`src/rtl/key_event_decoder_pkg.sv`:
```
// key_event_decoder_pkg
//   Shared definitions for the key handling slice (key_filter,
//   key_event_decoder, led_ctrl):
//   - 3-bit gesture FSM state encodings
//   - system clock frequency and a ms-to-cycles helper
//   - clog2 / max3 constant functions used to size counters
//   - packed struct grouping the four one-cycle gesture events
package key_event_decoder_pkg;

  localparam int unsigned CLK_FREQ_HZ = 50_000_000;

  localparam logic [2:0] S_IDLE      = 3'd0;
  localparam logic [2:0] S_PRESS1    = 3'd1;
  localparam logic [2:0] S_WAIT2     = 3'd2;
  localparam logic [2:0] S_DBL_HELD  = 3'd3;
  localparam logic [2:0] S_LONG_HOLD = 3'd4;

  typedef struct packed {
    logic short_press;
    logic dbl_click;
    logic long_press;
    logic repeat_tick;
  } evt_t;

  // Divide first so the intermediate product stays within 32 bits.
  function automatic int unsigned ms_to_cyc(input int unsigned ms);
    return (CLK_FREQ_HZ / 1000) * ms;
  endfunction

  function automatic int unsigned clog2(input int unsigned v);
    int unsigned r;
    r = 0;
    while ((64'd1 << r) < 64'(v)) r = r + 1;
    return r;
  endfunction

  function automatic int unsigned max3(input int unsigned a, input int unsigned b,
                                       input int unsigned c);
    int unsigned m;
    m = (a > b) ? a : b;
    return (m > c) ? m : c;
  endfunction

endpackage

```
`src/rtl/key_event_decoder.sv`:
```
// key_event_decoder
//   Per-key gesture classifier fed by key_filter. Turns debounced edges
//   into one-cycle pulses for short press, double click, long press and
//   auto-repeat, plus a registered "held" level.
//
// Ports
//   Clk         system clock
//   Rst_n       asynchronous active-low reset; aborts any gesture silently
//   key_flag    one-cycle pulse on every debounced edge
//   key_state   debounced level, 0 = pressed, 1 = released
//   evt_short   pulse: single short press completed (after the double window)
//   evt_double  pulse: second press inside the double-click window
//   evt_long    pulse: press held for LONG_CYC cycles
//   evt_repeat  pulse: every REP_CYC cycles while a long press is held
//   held        ~key_state delayed by one cycle
//
// Timing (flag present in cycle t):
//   evt_double in t+1, evt_long in t+LONG_CYC, evt_short in t+DBL_CYC
//   after the release, first evt_repeat REP_CYC after evt_long.
module key_event_decoder
  import key_event_decoder_pkg::*;
#(
  parameter int unsigned LONG_CYC = ms_to_cyc(1000),
  parameter int unsigned DBL_CYC  = ms_to_cyc(300),
  parameter int unsigned REP_CYC  = ms_to_cyc(200)
) (
  input  logic Clk,
  input  logic Rst_n,
  input  logic key_flag,
  input  logic key_state,
  output logic evt_short,
  output logic evt_double,
  output logic evt_long,
  output logic evt_repeat,
  output logic held
);

  localparam int unsigned CNT_W = clog2(max3(LONG_CYC, DBL_CYC, REP_CYC));

  localparam logic [CNT_W-1:0] LONG_TC = CNT_W'(LONG_CYC - 1);
  localparam logic [CNT_W-1:0] DBL_TC  = CNT_W'(DBL_CYC - 1);
  localparam logic [CNT_W-1:0] REP_TC  = CNT_W'(REP_CYC - 1);
  localparam logic [CNT_W-1:0] CNT_ONE = CNT_W'(1);

  generate
    if (LONG_CYC < 2 || DBL_CYC < 2 || REP_CYC < 2) begin : g_param_check
      $error("key_event_decoder: LONG_CYC, DBL_CYC and REP_CYC must all be >= 2");
    end
  endgenerate

  logic             press_edge;
  logic             release_edge;
  logic [2:0]       state;
  logic [2:0]       state_nxt;
  logic [CNT_W-1:0] cnt;
  logic [CNT_W-1:0] cnt_nxt;
  evt_t             evt;
  evt_t             evt_nxt;

  assign press_edge   = key_flag & ~key_state;
  assign release_edge = key_flag &  key_state;

  // The counter holds the number of cycles elapsed in the timed phase.
  // On an edge-driven entry (PRESS1, WAIT2) the flag cycle itself is the
  // first elapsed cycle, so the counter is loaded with 1; that makes a
  // phase last exactly its parameter measured from the flag. LONG_HOLD is
  // entered on a terminal count and restarts from 0, which gives a period
  // of exactly REP_CYC between evt_long and each evt_repeat.
  always_comb begin
    // NOTE: every signal written here gets a default first; a path that
    // leaves one unassigned would otherwise infer a latch.
    state_nxt = state;
    cnt_nxt   = cnt;
    evt_nxt   = '0;
    unique case (state)
      S_IDLE: begin
        cnt_nxt = '0;
        if (press_edge) begin
          state_nxt = S_PRESS1;
          cnt_nxt   = CNT_ONE;
        end
      end
      S_PRESS1: begin
        if (release_edge) begin
          state_nxt = S_WAIT2;
          cnt_nxt   = CNT_ONE;
        end else if (cnt == LONG_TC) begin
          state_nxt          = S_LONG_HOLD;
          cnt_nxt            = '0;
          evt_nxt.long_press = 1'b1;
        end else begin
          cnt_nxt = cnt + CNT_ONE;
        end
      end
      S_WAIT2: begin
        if (press_edge) begin
          state_nxt         = S_DBL_HELD;
          cnt_nxt           = '0;
          evt_nxt.dbl_click = 1'b1;
        end else if (cnt == DBL_TC) begin
          state_nxt           = S_IDLE;
          cnt_nxt             = '0;
          evt_nxt.short_press = 1'b1;
        end else begin
          cnt_nxt = cnt + CNT_ONE;
        end
      end
      S_DBL_HELD: begin
        cnt_nxt = '0;
        if (release_edge) state_nxt = S_IDLE;
      end
      S_LONG_HOLD: begin
        if (release_edge) begin
          state_nxt = S_IDLE;
          cnt_nxt   = '0;
        end else if (cnt == REP_TC) begin
          cnt_nxt             = '0;
          evt_nxt.repeat_tick = 1'b1;
        end else begin
          cnt_nxt = cnt + CNT_ONE;
        end
      end
      default: begin
        state_nxt = S_IDLE;
        cnt_nxt   = '0;
      end
    endcase
  end

  always_ff @(posedge Clk or negedge Rst_n) begin
    if (!Rst_n) begin
      state <= S_IDLE;
      cnt   <= '0;
      evt   <= '0;
      held  <= 1'b0;
    end else begin
      // NOTE: non-blocking assignments so every register samples the
      // values from before this edge, independent of statement order.
      state <= state_nxt;
      cnt   <= cnt_nxt;
      evt   <= evt_nxt;
      held  <= ~key_state;
    end
  end

  assign evt_short  = evt.short_press;
  assign evt_double = evt.dbl_click;
  assign evt_long   = evt.long_press;
  assign evt_repeat = evt.repeat_tick;

endmodule
```
`config.mk`:
```
export PLATFORM = sky130hd
export DESIGN_NAME = key_event_decoder
export DESIGN_NICKNAME = d
export VERILOG_FILES = /design/src/rtl/key_event_decoder_pkg.sv /design/src/rtl/key_event_decoder.sv
export SDC_FILE = /design/constraint.sdc
export NUM_CORES = 1
export LEC_CHECK = 0
export CORE_MARGIN = 5
export CORE_UTILIZATION = 38
export CTS_BUF_LIST = sky130_fd_sc_hd__clkbuf_4
export DETAILED_ROUTE_END_ITERATION = 10
export GPL_TIMING_DRIVEN = 1
export PLACE_DENSITY = 0.66
export SETUP_SLACK_MARGIN = 0.1
export SLEW_MARGIN = 10
export SYNTH_ARGS = -nofsm -noshare
export SYNTH_HDL_FRONTEND = slang
export SYNTH_SLANG_ARGS = --single-unit
export TNS_END_PERCENT = 30
```
`constraint.sdc`:
```
create_clock -name Clk -period 4.75 [get_ports Clk]
set_input_delay 0.95 -clock Clk [delete_from_list [all_inputs] [get_ports Clk]]
set_output_delay 0.95 -clock Clk [all_outputs]
set_load 0.05 [all_outputs]
```
==> summary.txt, run 1 <==
Run status
  – Status: finished clean

Worst hold path
  – Hold path start: cnt[0]
  – Hold Crit Class: reg -> reg

STA
  – F_max: 400 MHz
  – Setup tns final: 0 ps
  – Slew @ Worst Pin: 503 ps
  – Hold slack final: 562 ps
  – Clk_skew: 10.9 ps
  – RSZ-0062 raised after global routing: no
  – Period utilization: 52.6%
  – Final setup margin: 2250 ps
  – Max_slew headroom: 66.4%
  – Final Hold Viols: 0
  – Final min period: 2500 ps
  – Endpoints failing setup: 0
  – Slew Viols, Final: 0

Global routing
  – First-pass GRT wire length: ~6000 microns
  – All-layer global routing usage: 12.3%
  – Initial antenna violation count: 0
  – Largest net degree at the start of global routing: 35
  – Global route overflow: 0
  – Vias in the first global route: 1,287

Layout
  – Layout cells sized above 1: between 10 and 15%
  – Nets: 198
  – Diodes inserted: 0
  – Reg area: 851 sq um
  – Fillcell total: 460
  – Layout area overhead: 11.0%
  – Final Non-Filler Cells: 247
  – Multi-input gate area: 875 sq um

Die
  – Chip Height: 78.6 microns
  – Die X: slightly below 80 microns
  – Starting Density: 38.4%
  – Rows: 25
  – Core Box Area: 0.00466 sq mm
  – Die ar.: 0.00618 sq mm
  – Top-level port count: 9

Worst setup path
  – WP data arrival: between 2000 and 3000 ps
  – Worst R2R Setup Slack: 2250 ps
  – Critical path type: reg -> reg
  – Req. time, crit path: 4960 ps
  – CP endpoint kind: register
  – RR Startpoint: cnt[16]
  – Critical Path Start: cnt[16]
  – Max Fanout on Critical Path: 25
  – Startpoint Class: register

Drt
  – Vias per cell: roughly 5.2
  – DRC: 0
  – Detailed Route WL: 3320 microns
  – Initial DRC Count: 81
  – Wirelength per Cell: roughly 13 microns
  – Antenna-violating nets left: 0
  – 1st-pass router iterations: 4
  – Vias: ~1.3k

Power and ir drop
  – Sequential power share: 52.7%
  – P per Cell Area: 301 mW/mm^2
  – Leakage power: 0.793 nW
  – Final total power: 0.598 mW
  – Psw: 0.159 mW
  – Comb pwr share: about 14%
  – Pint: 0.439 mW
  – Max rail drop VDD: 0.0000985 V
  – Clk pwr share: 33.5%
  – Switching share of power: 26.6%

Clock tree
  – Clock-pin slew on the worst setup and hold paths: 100 ps
  – Clock Tree Root: clkbuf_4
  – Clock sinks: 34
  – Post-CTS Hold Buffers: 0
  – Longest Clk Path Bufs: 2
  – Num CTS Buffers: 5
  – CTS tree: done
  – Post-CTS Setup Inserts: 0
  – Cts repair resizes: 0
  – Clk_lat worst skew: 340 ps
  – H-tree levels: 2

Yosys
  – Synth area leader: dfrtp_1
  – Most frequent cell after synthesis: dfrtp_1
  – Post-synth EDFFs: 0
  – Syn Nets: approximately 190
  – Register area share after synthesis: 47.6%
  – Post-synth top area share: 47.6%
  – Syn Area/Cell: about 9.9 sq um
  – Post-synthesis cell area: 0.00179 sq mm
  – Top cells by count, synth: dfrtp_1 (34), nor2_1 (18), xnor2_1 (15), nand2_1 (14), nor2_2 (12)
  – Post-synthesis cell count: roughly 180
  – Synth area leaders: dfrtp_1 (48%), xnor2_1 (7.3%), xor2_1 (4.9%)
  – Flops & latches, synth: 34
  – Synth Flop Type: dfrtp_1
  – Asr flop ratio synth: 100%
  – Warnings from Yosys: 0
  – Unique masters post-synth: 37

Flow run
  – MaxCap Viol Count: 0

Placement
  – Cell total after placement: 240
  – Detailed Place HPWL: about 2400 microns
  – Gpl congestion: around 0.76
  – Pre-CTS WS: 2100 ps
  – IO Port Bufs: 8
==> power groups by stage <==
stage	registers, mW	logic, mW	clock network [mW]
finish	0.315	0.0827	0.200
global route	0.318	0.0961	0.218
CTS	0.315	0.0848	0.207
detailed placement	0.321	0.0842	0
global placement	0.320	0.0830	0
floorplan	0.320	0.0687	0
==> final timing paths <==
path / end / depth (start not counted)
setup / recovery: cnt[18] / 6
hold / removal: cnt[0] / 1
setup reg to reg: cnt[18] / 6
hold reg to reg: cnt[0] / 1
max in group asynchronous: cnt[17] / 2
min in group asynchronous: cnt[19] / 2
==> critical path, stage by stage, from the launching register on <==
cell      delay, ps
dfrtp_1         460
or4_4           580
nor4_2          330
nand4_2         230
a221oi_4        330
buf_4           350
nor2_1           90
==> layer usage <==
layer	track usage, %	share of wire, %	vias to the layer above
li1	-	-	647
met1	15.8	49	620
met2	19.4	46	17
met3	2.06	2.2	7
met4	7.34	2.6	0
met5	0	0	-
==> cell usage in the layout (no fill, tap or decap), types with 2 or more instances in the layout <==
cell type | Yosys | final
and4_1 | 4 | 4
nand2_1 | 14 | 14
nor3_1 | 9 | 9
clkbuf_4 | 0 | 5
nor4bb_1 | 2 | 2
o32ai_1 | 2 | 2
nor2_1 | 18 | 18
and2_1 | 2 | 2
and3_1 | 4 | 4
xor2_1 | 10 | 10
nor2_2 | 12 | 12
nand3_1 | 10 | 10
nor4_1 | 4 | 4
nor2b_1 | 3 | 3
a21oi_1 | 4 | 4
nand2b_1 | 2 | 2
dfrtp_1 | 34 | 34
nand4_1 | 3 | 3
clkdlybuf4s50_1 | 0 | 8
buf_4 | 0 | 2
o21ai_0 | 3 | 3
inv_1 | 7 | 7
xnor2_1 | 15 | 15
==> cell type report <==
class	instances	area share (%)
Multi-Input combinational cell	135	44.0
Sequential cell	34	42.8
Timing Repair Buffer	10	4.79
Tap cell	54	3.40
Clock buffer	5	1.89
Clock inverter	2	1.70
Inverter	7	1.32
==> registers in the layout, summed over array words and instances (netlist names) <==
signal / count
evt_double: 1
held: 1
cnt: 26
state: 3
evt_long: 1
evt_short: 1
evt_repeat: 1
==> logic make-up after synthesis <==
| kind of cell | after synthesis | share of synthesized area (%) |
|---|---|---|
| fa+ha+maj | 1 | 0.699 |
| buf+inv | 12 | 3.57 |
| compound gates | 12 | 5.32 |
| mux | 1 | 0.559 |
| simple gates | 96 | 30.1 |
| xor+xnor | 25 | 12.2 |
| flops | 34 | 47.6 |
==> per-stage QoR <==
stage / util, % / instance area [sq um]
floorplan: - / 1790
global placement: 41.1 / 1910
detailed placement: 41.1 / 1910
CTS: 42.6 / 1990
global route: 42.6 / 1990
finish: 42.6 / 1990
No activity file was read; power rests on OpenSTA's default activity.
==> run 2: changes to the inputs <==
Clock period 4.75 ns to 2.3 ns, I/O delays scaled along.
==> run 2 against run 1 <==
Register-to-register slack worse by 2200 ps. Clock skew grew 3.4 ps. Highest routed layer unchanged. Maximum frequency rose by 13%. Core utilization up 3.0 points. Combinational power rose to 3.0 times the previous value. Largest cell class unchanged. Flip-flop and latch count did not move. Critical path depth grew 1. Via count grew 7.3%. Clock-buffer cell count grew 1. Critical path type unchanged. Sequential power increased by 110%. Non-clock buffer count is 15 higher. Worst hold slack worse by 55 ps.
==> summary.txt, run 2 (synthesis results as in run 1) <==
Power and ir drop
  – Max rail drop VDD: 0.000165 V (was 0.0000985 V)
  – P per Cell Area: 577 mW/mm^2 (was 301 mW/mm^2)
  – Leakage power: 0.875 nW (was 0.793 nW)
  – Final total power: 1.23 mW (was 0.598 mW)

Placement
  – Detailed Place HPWL: 2520 microns (was 2380 microns)
  – Cell total after placement: 250 (was 240)
  – Gpl congestion: 0.797 (was 0.765)
  – Pre-CTS WS: 114 ps (was 2100 ps)
  – IO Port Bufs: 8 (unchanged)

Layout
  – Reg area: 851 sq um (unchanged)
  – Biggest regs: cnt: 26 flops, state: 3 flops (unchanged)
  – Multi-input gate area: 887 sq um (was 875 sq um)
  – Commonest non-fill, non-tap cell in the layout: dfrtp_1 (unchanged)
  – Reg with most FFs: cnt (unchanged)
  – Diodes inserted: 0 (unchanged)
  – Layout cells sized above 1: 20.6% (was 13.5%)
  – Max reg flops: 26 (unchanged)
  – Final Non-Filler Cells: 263 (was 247)
  – Commonest cells after routing, fill and taps aside: dfrtp_1 (34), nor2_1 (18), xnor2_1 (15) (unchanged)
  – Fillcell total: 449 (was 460)
  – Layout area overhead: 18.9% (was 11.0%)
  – Nets: 213 (was 198)

Die
  – Die ar.: 0.00618 sq mm (unchanged)
  – Core Box Area: 0.00466 sq mm (unchanged)
  – Chip Height: 78.6 microns (unchanged)
  – Top-level port count: 9 (unchanged)
  – Die X: 78.6 microns (unchanged)
  – Starting Density: 38.4% (unchanged)
  – Rows: 25 (unchanged)

Worst hold path
  – Hold Crit Class: in -> async (was reg -> reg)

STA
  – Max_slew headroom: 66.9% (was 66.4%)
  – Period utilization: 95.9% (was 52.6%)
  – Clk_skew: 14.3 ps (was 10.9 ps)
  – Setup tns final: 0 ps (unchanged)
  – Final Hold Viols: 0 (unchanged)
  – Final setup margin: 93.9 ps (was 2250 ps)
  – Final min period: 2210 ps (was 2500 ps)
  – Endpoints failing setup: 0 (unchanged)
  – Slew @ Worst Pin: 495 ps (was 503 ps)
  – RSZ-0062 raised after global routing: yes (was no)
  – Slew Viols, Final: 0 (unchanged)
  – Hold slack final: 507 ps (was 562 ps)
  – F_max: 453 MHz (was 400 MHz)

Drt
  – DRC: 0 (unchanged)
  – Met3 Wirelength: 182 microns (was 74 microns)
  – Met1 WL: 1690 microns (was 1620 microns)
  – Initial DRC Count: 146 (was 81)
  – Detailed Route WL: 3670 microns (was 3320 microns)
  – Antenna-violating nets left: 0 (unchanged)
  – Top Metal Used: met4 (unchanged)
  – Met2 WL: 1700 microns (was 1530 microns)
  – 1st-pass router iterations: 4 (unchanged)
  – Vias per cell: 5.27 (was 5.23)
  – Vias: 1,385 (was 1,291)
  – Wirelength per Cell: 14.0 microns (was 13.4 microns)

Worst setup path
  – CP endpoint kind: register (unchanged)
  – Worst R2R Setup Slack: 90 ps (was 2250 ps)
  – Max Fanout on Critical Path: 8 (was 25)
  – WP data arrival: 2440 ps (was 2710 ps)
  – Req. time, crit path: 2530 ps (was 4960 ps)
  – Critical path type: reg -> reg (unchanged)
  – Startpoint Class: register (unchanged)

Clock tree
  – Clock-pin slew on the worst setup and hold paths: 110 ps (was 100 ps)
  – Longest Clk Path Bufs: 2 (unchanged)
  – Clock Tree Root: clkbuf_4 (unchanged)
  – Num CTS Buffers: 5 (unchanged)
  – Clk_lat worst skew: 340 ps (about the same)
  – Clock sinks: 34 (unchanged)
  – H-tree levels: 2 (unchanged)
  – CTS tree: done (unchanged)
  – Post-CTS Hold Buffers: 0 (unchanged)

Run status
  – Status: finished clean (unchanged)

Global routing
  – Vias in the first global route: 1,287 (unchanged)
  – All-layer global routing usage: 12.7% (was 12.3%)
  – Largest net degree at the start of global routing: 35 (unchanged)
  – Initial antenna violation count: 0 (unchanged)
  – First-pass GRT wire length: 6130 microns (was 6000 microns)
  – Global route overflow: 0 (unchanged)

Flow run
  – MaxCap Viol Count: 0 (unchanged)
[run 2: changes by cell type in the layout (fill, tap and decap cells not counted), sizes merged]
cell / delta
buf: +14
bufinv: -1
clkbuf: +2
clkinv: +1
[run 2: worst paths after layout]
check / cells past startpoint / end / start
setup / recovery: 7 / cnt[6] / cnt[12]
hold / removal: 2 / cnt[21] / Rst_n
setup reg to reg: 7 / cnt[6] / cnt[12]
hold reg to reg: 1 / state[1] / state[2]
max in group asynchronous: 2 / cnt[1] / Rst_n
min in group Clk: 1 / state[1] / state[2]
[run 2: critical path: stages (launching register included)]
cell and delay, ps:
dfrtp_1 420, or4_4 530, nor4_4 290, nand4_2 150, a221oi_4 340, buf_4 180
clkbuf_16 150, nor2_2 40
[run 2: routing by layer]
| metal | GRT usage (%) | vias up |
|---|---|---|
| met2 | 20.1 | 37 |
| met4 | 5.77 | 0 |
| met5 | 0 | - |
| met3 | 2.75 | 9 |
| met1 | 16.5 | 658 |
| li1 | - | 681 |
[run 2: cell type report]
cell class | count | area share (%)
Clock buffer | 6 | 2.12
Tap cell | 54 | 3.18
Multi-Input combinational cell | 135 | 41.7
Inverter | 7 | 1.24
Sequential cell | 34 | 40.0
Clock inverter | 2 | 0.412
Timing Repair Buffer | 25 | 11.4
[run 2: through the flow]
step / utilization [%] / cell area [sq um]
after floorplan: - / 1800
after global placement: 43.1 / 2010
after detailed placement: 43.1 / 2010
after CTS: 44.3 / 2060
after global routing: 45.6 / 2130
final: 45.6 / 2130
[run 2: timing repair]
action | in CTS | in global routing
hold endpoints to repair | 0 | 0
resized for setup | 0 | 2
setup endpoints to repair | 0 | 25
setup buffers | 0 | 4
[run 2: where the power goes]
group	leakage, nW	switching (mW)	internal [mW]
registers	0.466	0.0304	0.623
logic	0.377	0.125	0.119
clock network	0.0331	0.204	0.127
total	0.875	0.359	0.868
==> run 3: changes to the inputs <==
--- a/config.mk
+++ b/config.mk
@@ -7,2 +7,3 @@
 export LEC_CHECK = 0
+export ABC_CLOCK_PERIOD_IN_PS = 2300
 export CORE_MARGIN = 5
==> constraint.sdc (replaced) <==
create_clock -name Clk -period 2.3 [get_ports Clk]
set_input_delay 0.575 -clock Clk [delete_from_list [all_inputs] [get_ports Clk]]
set_output_delay 0.575 -clock Clk [all_outputs]
set_load 0.05 [all_outputs]
==> run 3 against run 2 <==
Flip-flop and latch count stayed put. Design area is 1.4% higher. Combinational power is 7% higher. Critical path depth unchanged. Worst hold slack improved by 49 ps. Sequential share of layout area shrank 0.53 points. Register-to-register slack improved by 20 ps. Clock-buffer cell count fell by 1. Setup slack gained 24 ps. Die area is the same. Critical endpoint is now cnt[2]. Largest power group unchanged.
==> summary.txt, run 3 (synthesis results as in run 1) <==
Run status
  – Status: finished clean (unchanged)

Worst setup path
  – Crit path depth: 7 (unchanged)
  – Buf/Inv on CP: 2 (unchanged)
  – CP max stage delay: 540 ps (was 530 ps)
  – CP top delay family: simple AND/OR/NAND/NOR gates (unchanged)
  – Startpoint Class: register (unchanged)
  – Slowest-stage cell, CP: or4_4 (unchanged)
  – CP endpoint kind: register (unchanged)
  – Ordered list of cells on the worst path: or4_4 > nor4_4 > nand4_2 > a221oi_4 > buf_6 > clkbuf_16 > nor2_1 (was or4_4 > nor4_4 > nand4_2 > a221oi_4 > buf_4 > clkbuf_16 > nor2_2)
  – Max Fanout on Critical Path: 6 (was 8)
  – Worst R2R Path Depth: 7 (unchanged)
  – Critical path type: reg -> reg (unchanged)
  – Req. time, crit path: 2550 ps (was 2530 ps)
  – WP data arrival: 2430 ps (was 2440 ps)

Global routing
  – Largest net degree at the start of global routing: 35 (unchanged)
  – First-pass GRT wire length: 6350 microns (was 6130 microns)
  – GR Layer Usage met1: 17.6% (was 16.5%)
  – GR Util met2: 19.6% (was 20.1%)
  – Grt met3 use: 3.44% (was 2.75%)
  – Busiest layer in global routing: met2 (unchanged)
  – Vias in the first global route: 1,378 (was 1,287)
  – All-layer global routing usage: 13.1% (was 12.7%)
  – Global route overflow: 0 (unchanged)
  – Initial antenna violation count: 0 (unchanged)

Die
  – Die ar.: 0.00618 sq mm (unchanged)
  – Core Box Area: 0.00466 sq mm (unchanged)
  – Starting Density: 38.4% (unchanged)
  – Top-level port count: 9 (unchanged)
  – Die X: 78.6 microns (unchanged)
  – Rows: 25 (unchanged)
  – Chip Height: 78.6 microns (unchanged)

STA
  – Period utilization: 94.9% (was 95.9%)
  – Max_slew headroom: 66.9% (about the same)
  – F_max: 458 MHz (was 453 MHz)
  – Final Hold Viols: 0 (unchanged)
  – Setup tns final: 0 ps (unchanged)
  – Hold slack final: 556 ps (was 507 ps)
  – Slew Viols, Final: 0 (unchanged)
  – RSZ-0062 raised after global routing: yes (unchanged)
  – Final min period: 2180 ps (was 2210 ps)
  – Clk_skew: 5.96 ps (was 14.3 ps)
  – Endpoints failing setup: 0 (unchanged)
  – Slew @ Worst Pin: 495 ps (about the same)

Layout
  – Diodes inserted: 0 (unchanged)
  – Nets: 212 (was 213)
  – Finished Cell Area: 0.00216 sq mm (was 0.00213 sq mm)
  – Max reg flops: 26 (unchanged)
  – Biggest regs: cnt: 26 flops, state: 3 flops (unchanged)
  – Reg with most FFs: cnt (unchanged)
  – Commonest non-fill, non-tap cell in the layout: dfrtp_1 (unchanged)
  – Layout cells sized above 1: 20.7% (was 20.6%)
  – Reg area: 851 sq um (unchanged)
  – Layout area overhead: 20.5% (was 18.9%)
  – Fillcell total: 434 (was 449)
  – Multi-input gate area: 887 sq um (unchanged)
  – Commonest cells after routing, fill and taps aside: dfrtp_1 (34), nor2_1 (18), xnor2_1 (15) (unchanged)

Clock tree
  – Clk_lat worst skew: 350 ps (was 340 ps)
  – CTS tree: done (unchanged)
  – Num CTS Buffers: 5 (unchanged)
  – Clock Tree Root: clkbuf_4 (unchanged)
  – H-tree levels: 2 (unchanged)
  – Clock sinks: 34 (unchanged)
  – Post-CTS Hold Buffers: 0 (unchanged)
  – Longest Clk Path Bufs: 2 (unchanged)
  – Clock-pin slew on the worst setup and hold paths: 120 ps (was 110 ps)

Drt
  – 1st-pass router iterations: 4 (unchanged)
  – Wirelength per Cell: 14.0 microns (about the same)
  – Initial DRC Count: 86 (was 146)
  – Vias: 1,356 (was 1,385)
  – Vias per cell: 5.18 (was 5.27)
  – Antenna-violating nets left: 0 (unchanged)
  – Detailed Route WL: 3670 microns (about the same)
  – DRC: 0 (unchanged)

Worst hold path
  – Hold Crit Class: reg -> reg (was in -> async)
  – Hold Path Depth: 1

Placement
  – Detailed Place HPWL: 2460 microns (was 2520 microns)
  – IO Port Bufs: 8 (unchanged)
  – Post-placement cell area: 0.00200 sq mm (was 0.00201 sq mm)
  – Gpl congestion: 0.833 (was 0.797)

Flow run
  – MaxCap Viol Count: 0 (unchanged)

Power and ir drop
  – P per Cell Area: 631 mW/mm^2 (was 577 mW/mm^2)
  – Leakage power: 0.878 nW (was 0.875 nW)
  – Max rail drop VDD: 0.000228 V (was 0.000165 V)
==> run 3: cell count changes in the layout (fill, tap and decap cells not counted), sizes merged <==
cell	delta
clkinv	-2
buf	-1
clkinvlp	+2
bufinv	+1
clkbuf	-1
==> run 3: path summary, 6_finish.rpt <==
check                      slack [ps]  startpoint       to
setup / recovery                  120     cnt[12]   cnt[2]
hold reg to reg                   560    state[1]   cnt[0]
max in group asynchronous        1390       Rst_n  cnt[16]
setup reg to reg                  120     cnt[12]   cnt[2]
hold / removal                    560    state[1]   cnt[0]
min in group asynchronous         610       Rst_n  cnt[20]
==> run 3: per-stage QoR <==
| stage | utilization [%] | setup slack [ps] | power, mW | std cells |
|---|---|---|---|---|
| after floorplan | - | 100 | 0.803 | 181 |
| after global placement | 43.0 | 96.9 | 0.851 | 249 |
| after detailed placement | 43.0 | 59.2 | 0.856 | 249 |
| after CTS | 44.8 | 83.9 | 1.31 | 257 |
| after global routing | 46.3 | 30.0 | 1.43 | 262 |
| final | 46.3 | 118 | 1.36 | 262 |
==> run 3: repair_timing <==
action,in CTS,in global routing
gates resized for setup,0,3
setup endpoints to repair,15,25
setup buffers,0,3
gates cloned,0,2
pin swaps,0,3
==> run 3: report_power, final <==
| part | leakage (nW) | internal [mW] | switching (mW) |
|---|---|---|---|
| clock | 0.0374 | 0.228 | 0.223 |
| combinational | 0.375 | 0.126 | 0.133 |
| sequential | 0.466 | 0.623 | 0.0275 |
==> run 3: cell type report <==
class | count | share of cell area [%]
well taps | 54 | 3.13
clock inverters | 3 | 2.09
multi-input cells | 135 | 41.1
repair buffers | 24 | 11.2
clock buffers | 5 | 1.74
flip-flops and latches | 34 | 39.5
inverters | 7 | 1.22
==> run 3: metal layers <==
metal | part of all wire, % | routed length, microns
met2 | 47 | 1710
met4 | 2.2 | 79
met1 | 46 | 1690
met5 | 0 | 0
met3 | 5.1 | 188
